==> config.mk <==
export PLATFORM = sky130hd
export DESIGN_NAME = oled_state_sequencer
export DESIGN_NICKNAME = d
export VERILOG_FILES = /design/src/rtl/oled_state_sequencer_pkg.sv /design/src/rtl/oled_state_sequencer_rise_detect.sv /design/src/rtl/oled_state_sequencer.sv
export SDC_FILE = /design/constraint.sdc
export NUM_CORES = 1
export LEC_CHECK = 0
export ABC_AREA = 1
export CORE_UTILIZATION = 55
export DETAILED_ROUTE_END_ITERATION = 12
export GPL_TIMING_DRIVEN = 1
export PLACE_DENSITY = 0.77
export SETUP_SLACK_MARGIN = 0.4
export SYNTH_ARGS = -nofsm -noshare
export SYNTH_HDL_FRONTEND = slang
export SYNTH_HIERARCHICAL = 1
export SYNTH_SLANG_ARGS = --single-unit
==> constraint.sdc <==
create_clock -name clk -period 1.6 [get_ports clk]
set_input_delay 0.32 -clock clk [delete_from_list [all_inputs] [get_ports clk]]
set_output_delay 0.32 -clock clk [all_outputs]
set_load 0.02 [all_outputs]
==> src/rtl/oled_state_sequencer_pkg.sv <==
// Shared definitions for the OLED level sequencer, renderer and driver:
// FSM encoding, level constants and the frame geometry.
package oled_state_sequencer_pkg;

  typedef enum logic [1:0] {
    IDLE  = 2'd0,
    RUN   = 2'd1,
    PAUSE = 2'd2
  } seq_state_t;

  localparam logic [2:0] LVL_BLANK = 3'd0;
  localparam logic [2:0] LVL_FIRST = 3'd1;
  localparam logic [2:0] LVL_LAST  = 3'd4;

  // Pixels per OLED frame (96 x 64).
  localparam int unsigned FRAME_PIXELS = 6144;

  // Dwell counter width; never narrower than one bit so DWELL_TICKS=1 still elaborates.
  function automatic int cnt_width(input int ticks);
    return (ticks > 1) ? $clog2(ticks) : 1;
  endfunction

endpackage

==> src/rtl/oled_state_sequencer_rise_detect.sv <==
// Registered rising-edge detector: rise is combinational from din and the prior sample.
// No latency beyond the sampling register; no flow control.
module rise_detect (
  input  logic clk,
  input  logic rst_n,
  input  logic din,
  output logic rise
);

  logic din_q;

  always_ff @(posedge clk or negedge rst_n) begin
    if (!rst_n) begin
      din_q <= 1'b0;
    end else begin
      din_q <= din;
    end
  end

  assign rise = din & ~din_q;

endmodule

==> src/rtl/oled_state_sequencer.sv <==
// Steps the renderer level 1..4 on a tick-based dwell; start/pause and stop buttons.
// Button to FSM: one edge; FSM to state: next frame_begin plus one cycle. No backpressure.
module oled_state_sequencer #(
  parameter int unsigned DWELL_TICKS = 500,
  parameter bit          LOOP        = 1'b0
) (
  input  logic       clk,
  input  logic       rst_n,
  input  logic       tick,
  input  logic       btn_start,
  input  logic       btn_stop,
  input  logic       frame_begin,
  output logic [2:0] state,
  output logic       busy,
  output logic       done
);
  import oled_state_sequencer_pkg::*;

  localparam int CW = cnt_width(DWELL_TICKS);
  localparam logic [CW-1:0] CNT_LAST = CW'(DWELL_TICKS - 1);

  logic start_rise;
  logic stop_rise;

  rise_detect u_start_rise (
    .clk   (clk),
    .rst_n (rst_n),
    .din   (btn_start),
    .rise  (start_rise)
  );

  rise_detect u_stop_rise (
    .clk   (clk),
    .rst_n (rst_n),
    .din   (btn_stop),
    .rise  (stop_rise)
  );

  seq_state_t    fsm, fsm_nx;
  logic [2:0]    step, step_nx;
  logic [2:0]    target, target_nx;
  logic [CW-1:0] cnt, cnt_nx;
  logic          done_nx;

  // Priority: stop, then start, then dwell expiry; ticks only count in RUN.
  always_comb begin
    fsm_nx  = fsm;
    step_nx = step;
    cnt_nx  = cnt;
    done_nx = 1'b0;
    if (stop_rise) begin
      fsm_nx  = IDLE;
      step_nx = LVL_FIRST;
      cnt_nx  = '0;
    end else if (start_rise) begin
      case (fsm)
        IDLE: begin
          fsm_nx  = RUN;
          step_nx = LVL_FIRST;
          cnt_nx  = '0;
        end
        RUN:     fsm_nx = PAUSE;
        PAUSE:   fsm_nx = RUN;
        default: fsm_nx = IDLE;
      endcase
    end else if (fsm == RUN && tick) begin
      if (cnt == CNT_LAST) begin
        cnt_nx = '0;
        if (step < LVL_LAST) begin
          step_nx = step + 3'd1;
        end else if (LOOP) begin
          step_nx = LVL_FIRST;
        end else begin
          fsm_nx  = IDLE;
          step_nx = LVL_FIRST;
          done_nx = 1'b1;
        end
      end else begin
        cnt_nx = cnt + 1'b1;
      end
    end
  end

  assign target_nx = (fsm_nx == IDLE) ? LVL_BLANK : step_nx;

  always_ff @(posedge clk or negedge rst_n) begin
    if (!rst_n) begin
      fsm    <= IDLE;
      step   <= LVL_FIRST;
      cnt    <= '0;
      target <= LVL_BLANK;
      busy   <= 1'b0;
      done   <= 1'b0;
    end else begin
      fsm    <= fsm_nx;
      step   <= step_nx;
      cnt    <= cnt_nx;
      target <= target_nx;
      busy   <= (fsm_nx != IDLE);
      done   <= done_nx;
    end
  end

  // Commit uses the pre-edge target so a frame never mixes two levels.
  always_ff @(posedge clk or negedge rst_n) begin
    if (!rst_n) begin
      state <= LVL_BLANK;
    end else if (frame_begin) begin
      state <= target;
    end
  end

endmodule

==> summary.md <==
| Metric | Value |
|---|---|
| Clock latency on the worst-skew pair | 0.32 ns |
| NumNets Final | 178 |
| Share of cells above drive strength 1 | 50.3% |
| Vias in the first global route | 975 |
| CTS tree | built |
| Routed len/inst | 14.6 um |
| Skew final | 0.00893 ns |
| Critical Path RT | 1.82 ns |
| Status | complete, no violations |
| Setup-failing EPs final | 0 |
| Int Pwr | 1.16 mW |
| Fin Hold WS | 0.264 ns |
| Via density | 5.15 |
| Area growth syn-to-layout | 37.3% |
| Kind of critical path | reg2reg |
| Yosys top cell area share | 46.6% |
| Total CTS buffers | 3 |
| Period utilization | 90.2% |
| H-Tree Depth | 1 |
| Power Density | 989 nW/um2 |
| Startpoint types | register |
| Reg2Reg Depth | 8 |
| Pins over their slew limit | 0 |
| Gpl congestion | 0.834 |
| Yosys top cell by area | dfrtp_1 |
| Min-delay worst type | in2reg |
| P_sw | 0.520 mW |
| Pleak | 0.919 nW |
| Core footprint | 2040 um2 |
| WHS Path Cells | 1 |
| Logic pwr share | 29.6% |
| Initial core utilization | 60.5% |
| Least-Margin Pin Slew | 0.309 ns |
| Clock power share | 26.6% |
| Flop2flop setup slack | 0.16 ns |
| Crit path time final | 1.44 ns |
| Synth Instances | 136 |
| Tot Pwr | 1.68 mW |
| Iter 0 DRT Violations | 18 |
| Register bit count reported by yosys | 24 |
| Die Area | 2440 um2 |
| Port Buffers | 10 |
| Max_cap viols | 0 |
| CTS root buf | clkbuf_4 |
| Num ports | 11 |
| Sequential area share after synthesis | 48.7% |
| Die Height | 49.4 um |
| CTS clock-pin slew for the worst setup and hold paths | 0.13 ns |
| Reg power frac | 43.8% |
| CTS Sinks | 24 |
| Slew headroom | 79.4% |
| CP arrival | 1.67 ns |
| DRC viols | 0 |
| Synth area leaders | dfrtp_1 (47%), nand2_1 (9.4%), inv_1 (3.6%) |
| Clock Path Buffers | 2 |
| Synthesized area | 1230 um2 |
| Total Wirelength | 2860 um |
| First-pass GRT wire length | 4170 um |
| Chip Width | 49.4 um |
| Core Rows | 16 |
| Via Count | 1010 |
| Final hold violation count | 0 |
| Ant. Diodes | 0 |
| Largest net degree at the start of global routing | 25 |
| Post-synth cell types | 27 |
| Critical Path Fanout Max | 6 |
| RSZ-0062 raised after global routing | yes |
| Final HPWL DP | 1740 um |
| Avg Cell Area, Syn | 9.08 um2 |
| CP Capture Type | register |
| Synth Warn # | 6 |
| Final ANT Viol Nets | 0 |
| Switching Fraction | 31.0% |
| Antenna violations before repair | 0 |
| Dpl ws | -0.220 ns |
| Grt ovf | 0 |
| Setup ws final | 0.157 ns |
| Fillcell total | 128 |
| FMAX | 693 MHz |
| All-Layer GR Usage | 22.3% |
| Syn nets | 144 |
| VDD IR max | 0.000644 V |
| Number of detailed-route iterations in the first pass | 4 |
==> through the flow <==
step | util, % | setup TNS [ns] | area (um2) | cells
6_report | 83.0 | 0 | 1700 | 196
4_1_cts | 76.3 | 0 | 1560 | 189
3_5_place_dp | 71.6 | -2.09 | 1460 | 181
2_1_floorplan | - | 0 | 1270 | 136
5_1_grt | 83.0 | 0 | 1700 | 196
3_3_place_gp | 71.6 | -1.56 | 1460 | 181
==> layout make-up <==
class / count / area (um2) / area share (%)
well taps: 27 / 33.8 / 1.99
clock buffers: 3 / 22.5 / 1.33
clock inverters: 1 / 30.0 / 1.77
flip-flops and latches: 24 / 603 / 35.6
multi-input cells: 90 / 661 / 39.0
repair buffers: 29 / 251 / 14.8
inverters: 22 / 93.8 / 5.54
==> layer usage <==
metal  part of all wire [%]  up-vias  global-route usage [%]
met5                      0        -                       0
li1                       -      488                       -
met2                     55       17                    41.1
met4                    1.6        0                    2.38
met1                     42      501                    27.9
met3                    2.0        4                    4.05
==> power groups by stage <==
stage | Sequential [mW] | Combinational (mW) | Clock (mW)
6_report | 0.734 | 0.496 | 0.446
5_1_grt | 0.740 | 0.542 | 0.465
4_1_cts | 0.726 | 0.397 | 0.444
3_5_place_dp | 0.738 | 0.318 | 0
3_3_place_gp | 0.734 | 0.307 | 0
2_1_floorplan | 0.739 | 0.199 | 0
==> cells by family (layout without fill, tap and decap cells) <==
kind of cell / count (synthesis) / in the layout / synth area share [%]
AND/OR/NAND/NOR: 75 / 75 / 34.7
flip-flops: 24 / 24 / 48.7
buffers and inverters: 22 / 55 / 6.89
AO/OA/AOI/OAI: 8 / 8 / 3.55
multiplexers: 3 / 3 / 2.74
adder cells (fa/ha/maj): 2 / 2 / 2.03
XOR/XNOR: 2 / 2 / 1.42
==> flip-flops by register name (all words and copies together), names as in the netlist <==
signal,count
busy,1
u_start_rise/din_q,1
done,1
step,3
state,3
cnt,9
target,3
fsm,2
u_stop_rise/din_q,1
==> timing repair <==
action	4_1_cts	5_1_grt
pin swaps	12	10
gates resized for setup	29	30
endpoints found under the hold margin	0	0
endpoints found under the setup margin	23	22
gates cloned	0	0
setup buffers	4	7
hold buffers	0	0
==> critical path, cell delays in order, from the launching register on <==
cell	delay [ns]
dfrtp_1	0.44
nor2_4	0.18
nor2_4	0.07
nand2_2	0.08
nand2_4	0.10
nor2_4	0.20
nand3b_1	0.12
nand2_1	0.10
nor2_2	0.05
==> synthesized netlist by cell type, drive strengths merged <==
| cell type | instances |
|---|---|
| a21oi | 4 |
| mux2 | 3 |
| nand4 | 2 |
| dfrtp | 23 |
| xor2 | 1 |
| nand3 | 10 |
| clkinv | 1 |
| nor2 | 21 |
| xnor2 | 1 |
| dfstp | 1 |
| ha | 2 |
| inv | 21 |
| nand2 | 41 |
| nand3b | 1 |
| o21ai | 4 |
==> final timing paths <==
kind	start	endpoint
worst max-delay path	u_stop_rise/din_q$_DFF_PN0_	cnt[6]$_DFFE_PN0P_
worst min-delay path	btn_start	u_start_rise/din_q$_DFF_PN0_
worst max register to register	u_stop_rise/din_q$_DFF_PN0_	cnt[6]$_DFFE_PN0P_
worst min register to register	target[0]$_DFF_PN0_	state[0]$_DFFE_PN0P_
max in group asynchronous	rst_n	step[0]$_DFF_PN1_
min in group asynchronous	rst_n	cnt[5]$_DFFE_PN0P_
==> layout by cell type, fill, tap and decap left out, drive strengths merged, types with 4 or more instances in the layout <==
master | Yosys | routed
buf | 0 | 24
dfrtp | 23 | 23
o21ai | 4 | 4
nor2 | 21 | 21
inv | 21 | 21
nand3 | 10 | 10
a21oi | 4 | 4
nand2 | 41 | 41
No activity file was read; power rests on OpenSTA's default activity.
